File: src/rtl/acc_pack_fifo.sv
// Decimates the accumulator stream, packs sample pairs into double-width words and queues them in a
// fall-through FIFO. Word visible the cycle after its second strobe; full FIFO without a pop drops and flags overflow.
module acc_pack_fifo #(
   parameter int BUS_WIDTH = 4,
   parameter int DECIM     = 4,
   parameter int DEPTH     = 4
) (
   input  logic                       i_clk,
   input  logic                       i_arst_n,
   input  logic                       i_en,
   input  logic [BUS_WIDTH-1:0]       i_din,
   output logic [2*BUS_WIDTH-1:0]     o_data,
   output logic                       o_valid,
   input  logic                       i_ready,
   output logic [$clog2(DEPTH):0]     o_count,
   output logic                       o_overflow,
   input  logic                       i_clr_ovf
);

   localparam int DCW = (DECIM > 1) ? $clog2(DECIM) : 1;
   localparam int PW  = $clog2(DEPTH);
   localparam int CW  = PW + 1;
   localparam logic [DCW-1:0] DCNT_LAST = DCW'(DECIM - 1);
   localparam logic [CW-1:0]  FULL_CNT  = CW'(DEPTH);

   typedef enum logic {
      LOW_EMPTY = 1'b0,
      HAVE_LOW  = 1'b1
   } state_t;

   logic [DCW-1:0]          r_dcnt;
   logic                    w_strobe;
   state_t                  r_state;
   state_t                  w_state_nxt;
   logic                    w_low_ld;
   logic                    w_push;
   logic [BUS_WIDTH-1:0]    r_low;
   logic [2*BUS_WIDTH-1:0]  w_word;

   logic [2*BUS_WIDTH-1:0]  r_mem [DEPTH];
   logic [PW-1:0]           r_wptr;
   logic [PW-1:0]           r_rptr;
   logic [CW-1:0]           r_count;
   logic                    r_ovf;
   logic                    w_full;
   logic                    w_nonempty;
   logic                    w_pop;
   logic                    w_wr;
   logic                    w_drop;

   // Decimation phase restarts from zero whenever sampling is disabled.
   always_ff @(posedge i_clk or negedge i_arst_n) begin
      if (!i_arst_n) begin
         r_dcnt <= '0;
      end else if (!i_en || (r_dcnt == DCNT_LAST)) begin
         r_dcnt <= '0;
      end else begin
         r_dcnt <= r_dcnt + DCW'(1);
      end
   end

   assign w_strobe = i_en && (r_dcnt == DCNT_LAST);

   always_ff @(posedge i_clk or negedge i_arst_n) begin
      if (!i_arst_n) begin
         r_state <= LOW_EMPTY;
      end else begin
         r_state <= w_state_nxt;
      end
   end

   always_comb begin
      w_state_nxt = r_state;
      w_low_ld    = 1'b0;
      w_push      = 1'b0;
      if (!i_en) begin
         w_state_nxt = LOW_EMPTY;
      end else if (w_strobe) begin
         case (r_state)
            LOW_EMPTY: begin
               w_low_ld    = 1'b1;
               w_state_nxt = HAVE_LOW;
            end
            HAVE_LOW: begin
               w_push      = 1'b1;
               w_state_nxt = LOW_EMPTY;
            end
            default: w_state_nxt = LOW_EMPTY;
         endcase
      end
   end

   always_ff @(posedge i_clk or negedge i_arst_n) begin
      if (!i_arst_n) begin
         r_low <= '0;
      end else if (w_low_ld) begin
         r_low <= i_din;
      end
   end

   assign w_word     = {i_din, r_low};
   assign w_full     = (r_count == FULL_CNT);
   assign w_nonempty = (r_count != '0);
   assign w_pop      = w_nonempty && i_ready;
   // A full FIFO still accepts a word when the head leaves on the same edge.
   assign w_wr       = w_push && (!w_full || w_pop);
   assign w_drop     = w_push && w_full && !w_pop;

   always_ff @(posedge i_clk) begin
      if (w_wr) begin
         r_mem[r_wptr] <= w_word;
      end
   end

   always_ff @(posedge i_clk or negedge i_arst_n) begin
      if (!i_arst_n) begin
         r_wptr  <= '0;
         r_rptr  <= '0;
         r_count <= '0;
      end else begin
         if (w_wr) begin
            r_wptr <= r_wptr + PW'(1);
         end
         if (w_pop) begin
            r_rptr <= r_rptr + PW'(1);
         end
         case ({w_wr, w_pop})
            2'b10:   r_count <= r_count + CW'(1);
            2'b01:   r_count <= r_count - CW'(1);
            default: r_count <= r_count;
         endcase
      end
   end

   // A drop in the same cycle as a clear keeps the flag set.
   always_ff @(posedge i_clk or negedge i_arst_n) begin
      if (!i_arst_n) begin
         r_ovf <= 1'b0;
      end else if (w_drop) begin
         r_ovf <= 1'b1;
      end else if (i_clr_ovf) begin
         r_ovf <= 1'b0;
      end
   end

   assign o_valid    = w_nonempty;
   assign o_data     = w_nonempty ? r_mem[r_rptr] : '0;
   assign o_count    = r_count;
   assign o_overflow = r_ovf;

endmodule

File: config.mk
export PLATFORM = sky130hd
export DESIGN_NAME = acc_pack_fifo
export DESIGN_NICKNAME = d
export VERILOG_FILES = /design/src/rtl/acc_pack_fifo.sv
export SDC_FILE = /design/constraint.sdc
export NUM_CORES = 1
export LEC_CHECK = 0
export ABC_CLOCK_PERIOD_IN_PS = 2800
export CORE_MARGIN = 10
export CORE_UTILIZATION = 30
export CTS_BUF_LIST = sky130_fd_sc_hd__clkbuf_8 sky130_fd_sc_hd__clkbuf_16
export DETAILED_ROUTE_END_ITERATION = 7
export PLACE_DENSITY_LB_ADDON = 0.3
export REMOVE_ABC_BUFFERS = 1
export SETUP_SLACK_MARGIN = 0.1
export SYNTH_ARGS = -nofsm -noshare
export SYNTH_HDL_FRONTEND = slang
export SYNTH_SLANG_ARGS = --single-unit
File: constraint.sdc
create_clock -name i_clk -period 2.8 [get_ports i_clk]
set_input_delay 0.56 -clock i_clk [delete_from_list [all_inputs] [get_ports i_clk]]
set_output_delay 0.56 -clock i_clk [all_outputs]
set_load 0.005 [all_outputs]
==> out/metrics.yaml, run 1 <==
timing:
  tns_ps: 0
  setup_viol: 0
  period_needed_ps: 2560
  rsz0062_at_grt: "no"
  worst_pin_slew_ps: 703
  share_of_the_cycle_needed_by_the_critical_path_after_routing: 0.913
  final.setup_skew_ps: 6.52
  achievable-frequency_mhz: 391
  hold_violations: 0
  layout_setup_ws_ps: 245
  slew_headroom: 0.530
  timing_max_transition_violations_final: 0
cts:
  clock_insertion_delay_worst_skew_ps: 300
  clkTransAtPathRegs_ps: 80
  cts.htree.levels: 2
  cts_tree: "done"
  cts_resized: 0
  clock_sinks: 47
  post_cts.repair.setup_buffers: 0
  clock_tree.buffer_depth: 2
  ctsHoldBuffers: 0
  cts_root_buffer: "sky130_fd_sc_hd__clkbuf_8"
  numCtsBuffers: 5
worst_setup_path:
  worst_r2r_startpoint: "o_count[0]"
  r2r_setup_slack_ps: 510
  startpoint_type: "flip-flop"
  worst-path-max-fanout: 10
  crit_type: "flip-flop to output port"
  cp.buffers_inverters: 2
  endpoint_kind: "output port"
  timing.reg2reg.worst_path_depth: 9
  capturing_point_of_the_worst_reg2reg_path: "o_count[2]"
  family_of_cells_with_the_greatest_summed_delay_on_the_critical_path: "buffers and inverters"
  critical_path.slowest_cell: "sky130_fd_sc_hd__mux4_2"
  slowest_delay_ps: 510
  critical_path.cell_chain: "buf_4 > mux4_2 > and2_1 > clkdlybuf4s50_1"
  worst_endpoint_data_arrival_time_ps: 2000
  worst_ep_required_time_ps: 2240
pwr:
  share_clk_of_total_power: 0.229
  p_sw_mw: 0.544
  lkg_pwr_nw: 0.871
  switching_share: 0.262
  p_int_mw: 1.53
  combinationalPowerShare: 0.310
  maximum_vdd_drop_mv: 0.327
  power_per_cell_area_mw_per_mm2: 878
  power_mw: 2.08
  share_seq_of_total_power: 0.461
cells_and_area:
  finalNetCount: 152
  antennaDiodeCount: 0
  final_cells: 213
  layout.cells.most_common_list: "sky130_fd_sc_hd__edfxtp_1, sky130_fd_sc_hd__clkdlybuf4s50_1, sky130_fd_sc_hd__dfrtp_1"
  commonest_non_fill_non_tap_cell_in_the_layout: "sky130_fd_sc_hd__edfxtp_1"
  design_area_sq_mm: 0.00237
  area_delta_synth_final_pct: 21.3
  drive_gt1_frac: 0.184
worst_hold_path:
  hold_path.startpoint: "r_dcnt[0]"
  min_delay_path_depth: 1
  worst_hold_endpoint: "r_dcnt[0]"
  timing.hold.worst.class: "flip-flop to flip-flop"
floorplanning:
  number_of_placed_i_o_pins: 22
  initial_core_util: 0.307
  die-width_um: 101
  rows: 29
  core_area_sq_mm: 0.00635
  floorplan.die.height_um: 101
  floorplan.die_area_sq_mm: 0.0101
job:
  cap_violations: 0
routing:
  route.antenna.remaining_nets: 0
  dr_total_vias: 966
  drc_errors: 0
  finalWirelength_um: 3310
  avgRoutedWirePerCell_um: 15.6
  detail_route.first_pass.iterations: 4
  vias_per_cell: 4.54
  detail_route.iter0.violations: 36
synthesis:
  synth_cell_type_count: 24
  postSynthCellCount: 109
  register_bit_count_reported_by_yosys: 47
  avgSynthCellArea_sq_um: 17.9
  post_synth_instance_area_sq_mm: 0.00195
  synthesis.yosys.warnings: 0
  synth_sequential_area_ratio: 0.685
global_route:
  globalRouteOverflowTotal: 0
  grt_usage: 0.0716
  grt_pass1_vias: 1054
  antenna_found_initial: 0
  grt_max_degree: 16
  grt_pass1_wl_um: 5450
placed_design:
  place_worst_setup_slack_ps: -0.0395
  dpl.hpwl_um: 2320
  numPortBuffers: 21
  post_placement_cell_area_sq_mm: 0.00226
  post-place-cells: 206
  gpl.final_weighted_congestion: 0.716
run_status:
  outcome: "finished, final reports clean"
## per-layer routing
metal / routed length, um / up-vias / GRT usage
met2: 1600 / 21 / 0.112
met4: 47 / 0 / 0.0293
met5: 0 / - / 0
met1: 1440 / 489 / 0.0808
met3: 224 / 6 / 0.0364
li1: - / 450 / -
## power groups by stage
stage	sequential, mW	clock, mW	combinational (mW)
global route	0.978	0.513	0.717
detailed placement	0.975	0	0.667
finish	0.958	0.475	0.645
CTS	0.959	0.488	0.669
global placement	0.965	0	0.651
floorplan	0.973	0	0.329
## metrics by stage
stage,hold slack (ps),util
after global placement,424,0.356
after global routing,487,0.373
after CTS,462,0.373
after detailed placement,451,0.356
final,459,0.373
after floorplan,264,-
## worst max-delay path by stage
| stage | to | start | cells after the start |
|---|---|---|---|
| 2_1_floorplan | o_count[2] | i_ready | 9 |
| 3_3_place_gp | o_count[2] | i_ready | 10 |
| 3_5_place_dp | o_count[2] | i_ready | 10 |
| 4_1_cts | o_data[4] | r_rptr[0] | 4 |
| 5_1_grt | o_data[4] | r_rptr[0] | 4 |
| 6_report | o_data[4] | r_rptr[0] | 4 |
## synthesized netlist by cell type
cell type                   n  share of area
sky130_fd_sc_hd__inv_1      7          0.013
sky130_fd_sc_hd__xnor2_1    3          0.013
sky130_fd_sc_hd__and2_1    14          0.045
sky130_fd_sc_hd__nand3b_1   1         0.0038
sky130_fd_sc_hd__edfxtp_1  32           0.49
sky130_fd_sc_hd__nor2b_4    1         0.0070
sky130_fd_sc_hd__nand3_1    1         0.0026
sky130_fd_sc_hd__mux2_2     4          0.023
sky130_fd_sc_hd__xor2_1     4          0.018
sky130_fd_sc_hd__ha_1       6          0.038
sky130_fd_sc_hd__buf_2      1         0.0026
sky130_fd_sc_hd__or4b_4     1         0.0070
sky130_fd_sc_hd__nand3_2    1         0.0051
sky130_fd_sc_hd__o22ai_1    1         0.0032
sky130_fd_sc_hd__nor2_1     1         0.0019
sky130_fd_sc_hd__fa_1       1          0.010
sky130_fd_sc_hd__mux2_4     1         0.0077
sky130_fd_sc_hd__or3_1      1         0.0032
sky130_fd_sc_hd__nor3b_1    1         0.0038
sky130_fd_sc_hd__clkbuf_1   2         0.0038
sky130_fd_sc_hd__mux4_2     8          0.092
sky130_fd_sc_hd__dfrtp_1   15           0.19
sky130_fd_sc_hd__mux2i_1    1         0.0051
sky130_fd_sc_hd__and3b_1    1         0.0045
## logic make-up (layout without fill, tap and decap cells)
group / after synthesis / in the layout / share of synthesized area
XOR/XNOR: 7 / 7 / 0.0314
multiplexers: 14 / 14 / 0.128
flip-flops: 47 / 47 / 0.685
buffers and inverters: 10 / 37 / 0.0199
AND/OR/NAND/NOR: 23 / 23 / 0.0840
adder cells (fa/ha/maj): 7 / 7 / 0.0487
AO/OA/AOI/OAI: 1 / 1 / 0.00321
## registers in the layout (all words and copies together) (netlist names)
signal,cells
r_dcnt,2
r_rptr,2
r_low,4
r_mem,32
o_count,3
r_state,1
o_overflow,1
r_wptr,2
## layout make-up
| type | instances | area [sq um] |
|---|---|---|
| multi-input combinational | 52 | 577 |
| timing repair buffer | 23 | 225 |
| fill | 591 | 3980 |
| tap | 77 | 96.3 |
| clock inverter | 2 | 37.5 |
| clock buffer | 5 | 68.8 |
| sequential | 47 | 1340 |
| inverter | 7 | 26.3 |
## worst reg2reg max path: cells and delay by family, from the launching register on
kind | cells | cell delay [ps]
and+or+nand+nor | 3 | 820
DFF | 1 | 440
xor gates and xnor gates | 2 | 320
adders and majority gates | 2 | 540
buffers and inverters | 2 | 110
(Power assumes the default switching activity.)
==> inputs of run 2 (changes only) <==
--- a/config.mk
+++ b/config.mk
@@ -5,7 +5,7 @@
 export SDC_FILE = /design/constraint.sdc
 export NUM_CORES = 1
 export LEC_CHECK = 0
-export ABC_CLOCK_PERIOD_IN_PS = 2800
+export ABC_CLOCK_PERIOD_IN_PS = 2100
 export CORE_MARGIN = 10
 export CORE_UTILIZATION = 30
 export CTS_BUF_LIST = sky130_fd_sc_hd__clkbuf_8 sky130_fd_sc_hd__clkbuf_16
==> constraint.sdc (replaced) <==
create_clock -name i_clk -period 2.1 [get_ports i_clk]
set_input_delay 0.42 -clock i_clk [delete_from_list [all_inputs] [get_ports i_clk]]
set_output_delay 0.42 -clock i_clk [all_outputs]
set_load 0.005 [all_outputs]
==> out/metrics.yaml, run 2 (same netlist as run 1, synthesis figures left out) <==
run_status:
  outcome: "complete, but fails checks"
  failing_checks: "setup timing"
timing:
  rsz0062_at_grt: "yes"
  period_needed_ps: 2120
  share_of_the_cycle_needed_by_the_critical_path_after_routing: 1.01
  slew_headroom: 0.697  # +0.167
  layout_setup_ws_ps: -16.1  # -261 ps
  final.setup_skew_ps: 10.9  # +4.41 ps
  hold_violations: 0  # unchanged
  tns_ps: -16.1  # -16.1 ps
  hold_slack_ps: 433  # -26.3 ps
  timing_max_transition_violations_final: 0  # unchanged
  achievable-frequency_mhz: 473
  setup_viol: 1  # +1
  worst_pin_slew_ps: 454  # -249 ps
global_route:
  globalRouteOverflowTotal: 0  # unchanged
  grt_pass1_vias: 1203  # +14%
  grt_max_degree: 16  # unchanged
  grt_pass1_wl_um: 6280  # +15%
  grt_usage: 0.0808  # +0.00914
  antenna_found_initial: 0  # unchanged
cts:
  cts.htree.levels: 2  # unchanged
  clock_sinks: 47  # unchanged
  clock_tree.buffer_depth: 2  # unchanged
  clkTransAtPathRegs_ps: 90  # about the same
  cts_tree: "done"
  cts_root_buffer: "sky130_fd_sc_hd__clkbuf_8"
  ctsHoldBuffers: 0  # unchanged
  clock_insertion_delay_worst_skew_ps: 300  # about the same
  numCtsBuffers: 5  # unchanged
floorplanning:
  rows: 29  # unchanged
  number_of_placed_i_o_pins: 22  # unchanged
  initial_core_util: 0.307  # unchanged
  core_area_sq_mm: 0.00635  # unchanged
  floorplan.die.height_um: 101  # unchanged
  die-width_um: 101  # unchanged
  floorplan.die_area_sq_mm: 0.0101  # unchanged
cells_and_area:
  final_cells: 235  # +10%
  antennaDiodeCount: 0  # unchanged
  top_register: "r_mem"
  layout.cells.most_common_list: "sky130_fd_sc_hd__edfxtp_1, sky130_fd_sc_hd__buf_4, sky130_fd_sc_hd__dfrtp_1"
  largest_reg_flops: 32  # unchanged
  area_delta_synth_final_pct: 32.1
  fill_cells: 579  # -2.0%
  finalNetCount: 173  # +14%
  multi_input_comb_area_sq_um: 617  # +6.9%
  sequential_cell_area_sq_mm: 0.00134  # unchanged
  commonest_non_fill_non_tap_cell_in_the_layout: "sky130_fd_sc_hd__edfxtp_1"
  drive_gt1_frac: 0.443  # +0.259
placed_design:
  post-place-cells: 216  # +4.9%
  numPortBuffers: 21  # unchanged
  gpl.final_weighted_congestion: 0.754  # +5.4%
  place_worst_setup_slack_ps: -558  # -558 ps
  dpl.hpwl_um: 2520  # +8.7%
routing:
  detail_route.iter0.violations: 50  # +39%
  route.antenna.remaining_nets: 0  # unchanged
  dr_total_vias: 1049  # +8.6%
  detail_route.first_pass.iterations: 4  # unchanged
  drc_errors: 0  # unchanged
  vias_per_cell: 4.46  # -1.6%
  avgRoutedWirePerCell_um: 16.3  # +5.0%
  finalWirelength_um: 3840  # +16%
worst_setup_path:
  worst_endpoint_data_arrival_time_ps: 2340  # +340 ps
  slowest_delay_ps: 540  # +30 ps
  worst-path-max-fanout: 2  # -8
  crit_type: "flip-flop to flip-flop"
  critical_path.slowest_cell: "sky130_fd_sc_hd__or4b_4"
  r2r_setup_slack_ps: -20  # -530 ps
  startpoint_type: "flip-flop"
  critical_path.cell_chain: "or4b_4 > nor2b_4 > inv_2 > ha_4 > inv_2 > fa_2 > xor2_1 > nor2_1 > xor2_1"
  worst_ep_required_time_ps: 2330  # +90 ps
  endpoint_kind: "flip-flop"
job:
  cap_violations: 0  # unchanged
pwr:
  maximum_vdd_drop_mv: 0.519  # +58%
  power_mw: 3.06  # +47%
  lkg_pwr_nw: 1.02  # +17%
  power_per_cell_area_mw_per_mm2: 1180  # +35%
worst_hold_path:
  timing.hold.worst.class: "primary input to async pin"
run 2: cell count changes in the layout (fill, tap and decap cells not counted), sizes merged:
| cell | previous run | this run |
|---|---|---|
| clkbuf | 5 | 6 |
| inv | 7 | 8 |
| clkdlybuf4s50 | 21 | 11 |
| clkinv | 0 | 2 |
| bufinv | 1 | 0 |
| clkdlybuf4s15 | 0 | 1 |
| buf | 2 | 31 |
| clkinvlp | 1 | 0 |
run 2: path summary, 6_finish.rpt:
kind	start	to	cells after the start
min reg2reg	r_dcnt[0]	r_dcnt[0]	1
min in group i_clk	r_dcnt[0]	r_dcnt[0]	1
max in group asynchronous	i_arst_n	r_low[3]	2
max reg2reg	o_count[1]	o_count[2]	9
min	i_arst_n	r_low[1]	2
max	o_count[1]	o_count[2]	9
run 2: cell type report:
| type | instances | area share |
|---|---|---|
| inverters | 7 | 0.0102 |
| clock buffers | 5 | 0.0267 |
| clock inverters | 3 | 0.00679 |
| repair buffers | 44 | 0.162 |
| flip-flops and latches | 47 | 0.518 |
| multi-input cells | 52 | 0.239 |
| well taps | 77 | 0.0374 |
run 2: critical path: cells and delay by family, from the launching register on:
family                     cells  cell delay [ps]
xor gates and xnor gates       2              290
adders and majority gates      2              460
buffers and inverters          2              110
DFF                            1              390
and+or+nand+nor                3              800
run 2: where the power goes:
group | switching, mW | internal, mW | leakage [nW]
registers | 0.127 | 1.14 | 0.473
clock network | 0.297 | 0.230 | 0.0493
logic | 0.409 | 0.849 | 0.495
run 2: metal layers:
layer  vias to the layer above  track usage  share of wire
met1                       528       0.0888           0.43
met3                         7       0.0364          0.055
met5                         -            0              0
met4                         0       0.0228         0.0099
met2                        19        0.137           0.51
li1                        495            -              -
run 2: through the flow:
| step | area (sq um) | utilization |
|---|---|---|
| after global routing | 2580 | 0.406 |
| after CTS | 2550 | 0.402 |
| after detailed placement | 2350 | 0.370 |
| after global placement | 2350 | 0.370 |
| after floorplan | 1940 | - |
| final | 2580 | 0.406 |
run 2: timing repair:
| action | 4_1_cts | 5_1_grt |
|---|---|---|
| setup buffers | 9 | 0 |
| pin swaps | 12 | 4 |
| gates cloned | 2 | 0 |
| setup endpoints to repair | 13 | 35 |
| gates resized for setup | 53 | 10 |
==> RTL edit 1: new RTL, settings of run 1 <==
The parameter `DECIM` goes from 4 to 2.
--- a/src/rtl/acc_pack_fifo.sv
+++ b/src/rtl/acc_pack_fifo.sv
@@ -4,3 +4,3 @@
    parameter int BUS_WIDTH = 4,
-   parameter int DECIM     = 4,
+   parameter int DECIM     = 2,
    parameter int DEPTH     = 4
Function: changed (Yosys sat finds a counterexample within 10 cycles, from zero or initial values and one cycle with i_arst_n low).
==> RTL edit 1 against run 1 <==
- clock skew fell by 1.1 ps
- sequential cell count shrank 1
- worst setup slack gained 16 ps
- wire length fell by 0.30%
- area after synthesis decreased by 2.4%
- utilization is 1.4 points higher
- power about the same
- design area shrank 1.6%
- highest routed layer unchanged
- critical path type is now primary input to flip-flop
- largest cell class unchanged
==> RTL edit 1: results (changes against run 1) <==
| Metric | Value |
|---|---|
| Worst EP arrival | 2760 ps (was 2000 ps) |
| Period minus WS final | 2540 ps (was 2560 ps) |
| GRT Overall Usage | 0.0681 (was 0.0716) |
| DR iter-0 viols | 44 (was 36) |
| Vias in the first global route | 1030 (was 1054) |
| R2R setup slack | 480 ps (was 510 ps) |
| Cell area after placement | 2220 um^2 (was 2260 um^2) |
| Tot Pwr | 2.08 mW (about the same) |
| Antenna violations before repair | 0 (unchanged) |
| Sequential share of the synthesized area | 0.689 (was 0.685) |
| CP startpoint | i_ready (was r_rptr[0]) |
| CP peak stage delay | 510 ps (about the same) |
| Compound-cell area share of the yosys netlist | 0.00329 (was 0.00321) |
| Mux cell area share after synthesis | 0.131 (was 0.128) |
| Synth Instances | 106 (was 109) |
| Layout fillers | 583 (was 591) |
| Critical path fanouts, max | 7 (was 10) |
| Power Internal | 1.52 mW (was 1.53 mW) |
| Adder-Cell Fraction of Synth Area | 0.0434 (was 0.0487) |
| Largest net degree at the start of global routing | 15 (was 16) |
| Reg2Reg Launch Point | o_count[0] (unchanged) |
| HPWL Detailed | 2350 um (was 2320 um) |
| Max rail drop VDD | 293 uV (was 327 uV) |
| Slowest cell on crit path | or4b_4 (was mux4_2) |
| Routed vias/inst | 4.42 (was 4.54) |
| Most frequent cells after synthesis | edfxtp_1, and2_1, dfrtp_1, mux4_2, inv_1 (was edfxtp_1, dfrtp_1, and2_1, mux4_2, inv_1) |
| Post-Synth XOR/XNOR Area | 0.0322 (was 0.0314) |
| Cells after DPL | 202 (was 206) |
| Hold Path End | r_dcnt (was r_dcnt[0]) |
| Hold path startpoint | r_dcnt (was r_dcnt[0]) |
| Ranking of synthesized cells by area | edfxtp_1, dfrtp_1, mux4_2 (unchanged) |
| Async set-or-reset flop fraction in the synthesized netlist | 0.304 (was 0.319) |
| Layout cells sized above 1 | 0.170 (was 0.184) |
| NumNets Final | 149 (was 152) |
| WL per Instance | 15.7 um (was 15.6 um) |
| DRT Pass-1 Iters | 4 (unchanged) |
| Leakage | 0.848 nW (was 0.871 nW) |
| Gpl congestion | 0.721 (was 0.716) |
| Status | finished clean (unchanged) |
| Critical path class | primary input to flip-flop (was flip-flop to output port) |
| WL final | 3300 um (was 3310 um) |
| Setup Skew | 5.39 ps (was 6.52 ps) |
| Reg2Reg Depth | 9 (unchanged) |
| Power Combinational | 0.683 mW (was 0.645 mW) |
| Pre-CTS setup slack | -29.2 ps (was -0.0395 ps) |
| Worst-Margin Slew | 681 ps (was 703 ps) |
| Hold_ws | 516 ps (was 459 ps) |
| Global-route wire length before repair | 5220 um (was 5450 um) |
-- RTL edit 1: cell types whose count changed in the layout (fill, tap and decap cells not counted), sizes merged --
cell / change
and3b: -1
buf: +1
dfrtp: -1
nor2b: +1
ha: -1
nor3b: -1
inv: +1
-- RTL edit 1: critical path: cells and delay by family --
kind                       cells  cell delay, ps
xor gates and xnor gates       2             310
adders and majority gates      2             540
buffers and inverters          3             540
and+or+nand+nor                3             790
-- RTL edit 1: final cells by class --
type | count | area (um^2) | area share
Clock inverter | 3 | 41.3 | 0.0177
Clock buffer | 5 | 68.8 | 0.0296
Tap cell | 75 | 93.8 | 0.0403
Sequential cell | 46 | 1310 | 0.563
Inverter | 7 | 26.3 | 0.0113
Timing Repair Buffer | 24 | 233 | 0.0999
Multi-Input combinational cell | 50 | 554 | 0.238
-- RTL edit 1: metal layers --
layer,global-route usage,up-vias,share of wire
met5,0,-,0
met2,0.125,16,0.54
met1,0.0677,471,0.41
li1,-,437,-
met4,0.0331,0,0.015
met3,0.0201,5,0.041
==> RTL edit 2: new RTL, flow settings as in run 1 <==
Made on the original files. Make the reset (`i_arst_n`) synchronous in 5 clocked blocks.
--- a/src/rtl/acc_pack_fifo.sv
+++ b/src/rtl/acc_pack_fifo.sv
@@ -51,3 +51,3 @@
    // Decimation phase restarts from zero whenever sampling is disabled.
-   always_ff @(posedge i_clk or negedge i_arst_n) begin
+   always_ff @(posedge i_clk) begin
       if (!i_arst_n) begin
@@ -63,3 +63,3 @@
 
-   always_ff @(posedge i_clk or negedge i_arst_n) begin
+   always_ff @(posedge i_clk) begin
       if (!i_arst_n) begin
@@ -92,3 +92,3 @@
 
-   always_ff @(posedge i_clk or negedge i_arst_n) begin
+   always_ff @(posedge i_clk) begin
       if (!i_arst_n) begin
@@ -114,3 +114,3 @@
 
-   always_ff @(posedge i_clk or negedge i_arst_n) begin
+   always_ff @(posedge i_clk) begin
       if (!i_arst_n) begin
@@ -135,3 +135,3 @@
    // A drop in the same cycle as a clear keeps the flag set.
-   always_ff @(posedge i_clk or negedge i_arst_n) begin
+   always_ff @(posedge i_clk) begin
       if (!i_arst_n) begin
Behaviour: differs if i_arst_n is asserted again (counterexample within 10 cycles, from zero or initial values and one cycle with i_arst_n low); with i_arst_n held inactive, the same outputs for 10 cycles.
==> RTL edit 2 against run 1 <==
- sequential share of layout area down 3.3 points
- worst setup slack better by 50 ps
- global-route usage up 0.65 points
- area after synthesis up 2.2%
- register-to-register slack worse by 90 ps
- utilization up 0.83 points
- wire length up 9.0%
- design area up 3.4%
- clock skew down 1.5 ps
- sequential cell count up 2
- die area up 1.8%
- largest cell class unchanged
- highest routed layer unchanged
Power is not compared: it rests on default switching activity, and its combinational part moved more than twofold at a synthesized area within 25%.
==> RTL edit 2: results (changes against run 1) <==
| Metric | Value |
|---|---|
| Ranking of synthesized cells by area | edfxtp_1, dfxtp_1, mux4_2 (was edfxtp_1, dfrtp_1, mux4_2) |
| Worst path top cell family by delay | simple AND/OR/NAND/NOR gates (was buffers and inverters) |
| Sequential share of the synthesized area | 0.652 (was 0.685) |
| Count of multi-input gates | 71 (was 52) |
| Via count | 1100 (was 966) |
| Worst-Margin Slew | 463 ps (was 703 ps) |
| Yosys warns | 0 (unchanged) |
| Non-clock buffers | 28 (was 23) |
| Fraction of area in multi-input gates | 0.265 (was 0.244) |
| Met1 Track Usage GR | 0.0818 (was 0.0808) |
| Gpl congestion | 0.733 (was 0.716) |
| Cells after DPL | 233 (was 206) |
| DR iter-0 viols | 32 (was 36) |
| H-tree level count | 2 (unchanged) |
| Sequential portion of the cell area | 0.532 (was 0.564) |
| Non-CTS inverters | 8 (was 7) |
| Max Clk Rate | 399 MHz (was 391 MHz) |
| Sequential Power | approximately 0.77 mW |
| Post-synth cell types | 26 (was 24) |
| Status | finished clean (unchanged) |
| CP peak stage delay | around 520 ps |
| Post-cts resize count | 6 (was 0) |
| Main synth FF type | edfxtp_1 (unchanged) |
| Clock-cell share | 0.0450 (was 0.0449) |
| Synth Instances | 133 (was 109) |
| Post-route insts no fill | 241 (was 213) |
| Vias in the first global route | 1242 (was 1054) |
| Met2 GRT Util | 0.135 (was 0.112) |
| Yosys top cell area share | 0.482 (was 0.492) |
| Pre-CTS setup slack | -285 ps (was -0.0395 ps) |
| GRT met3 Usage | 0.0388 (was 0.0364) |
| Most frequent cells after synthesis | edfxtp_1, dfxtp_1, nor2b_1 (was edfxtp_1, dfrtp_1, and2_1, mux4_2, inv_1) |
| Signal buf overhead | 0.107 (was 0.0951) |
| R2R setup slack | 420 ps (was 510 ps) |
| Setup Skew | 5.05 ps (was 6.52 ps) |
| Clk sinks | 49 (was 47) |
| Worst EP arrival | 2730 ps (was 2000 ps) |
| CP Capture Type | flip-flop (was output port) |
| Clock group | roughly 0.48 mW |
| RR Endpoint | o_count[2] (unchanged) |
| Slowest cell on crit path | or4b_4 (was mux4_2) |
| NumNets Final | 179 (was 152) |
| Reg2Reg Launch Point | o_count[0] (unchanged) |
| Layout fillers | 610 (was 591) |
| Async set-or-reset flop fraction in the synthesized netlist | 0 (was 0.319) |
| HPWL Detailed | 2630 um (was 2320 um) |
| Critical path fanouts, max | 2 (was 10) |
| Buffers added on ports | 21 (unchanged) |
| Global-route wire length before repair | 6110 um (was 5450 um) |
| GRT Overall Usage | 0.0781 (was 0.0716) |
| Final setup viols | 0 (unchanged) |
| WL final | 3610 um (was 3310 um) |
| CP startpoint | i_ready (was r_rptr[0]) |
| Clkbuf count | 5 (unchanged) |
| Layout cells sized above 1 | 0.159 (was 0.184) |
==> RTL edit 2: kinds of logic (layout without fill, tap and decap cells) <==
family | Yosys count | after routing | share of synthesized area
adder cells (fa/ha/maj) | 7 | 7 | 0.0476
AO/OA/AOI/OAI | 8 | 8 | 0.0232
XOR/XNOR | 3 | 3 | 0.0132
multiplexers | 14 | 14 | 0.120
AND/OR/NAND/NOR | 39 | 39 | 0.115
flip-flops | 49 | 49 | 0.652
buffers and inverters | 13 | 44 | 0.0288
==> RTL edit 2: worst reg2reg max path, stage by stage (launching register included) <==
cell and delay (ps):
dfxtp_1 360, or4b_4 550, nor2b_2 180, inv_1 50, ha_2 170, inv_1 50, fa_2 330, xor2_1 160
or3_1 310, a21boi_1 150
==> RTL edit 2: metrics by stage <==
| stage | TNS [ps] | power, mW | area, um^2 |
|---|---|---|---|
| 2_1_floorplan | 0 | 0.788 | 1970 |
| 3_3_place_gp | -78.9 | 0.808 | 2330 |
| 3_5_place_dp | -285 | 0.809 | 2330 |
| 4_1_cts | 0 | 1.29 | 2450 |
| 5_1_grt | 0 | 1.33 | 2450 |
| 6_report | 0 | 1.27 | 2450 |
==> RTL edit 2: how the worst min path moves through the flow <==
stage	start	endpoint	slack (ps)	depth (start not counted)
2_1_floorplan	r_dcnt[0]	r_dcnt[0]	410	1
3_3_place_gp	r_dcnt[0]	r_dcnt[0]	410	1
3_5_place_dp	r_dcnt[0]	r_dcnt[0]	430	1
4_1_cts	r_dcnt[0]	r_dcnt[0]	440	1
5_1_grt	r_dcnt[0]	r_dcnt[0]	470	1
6_report	r_dcnt[0]	r_dcnt[0]	430	1
==> RTL edit 2: routing by layer <==
layer	up-vias	routed length [um]
met2	21	1810
li1	532	-
met5	-	0
met4	0	33
met3	4	216
met1	543	1550
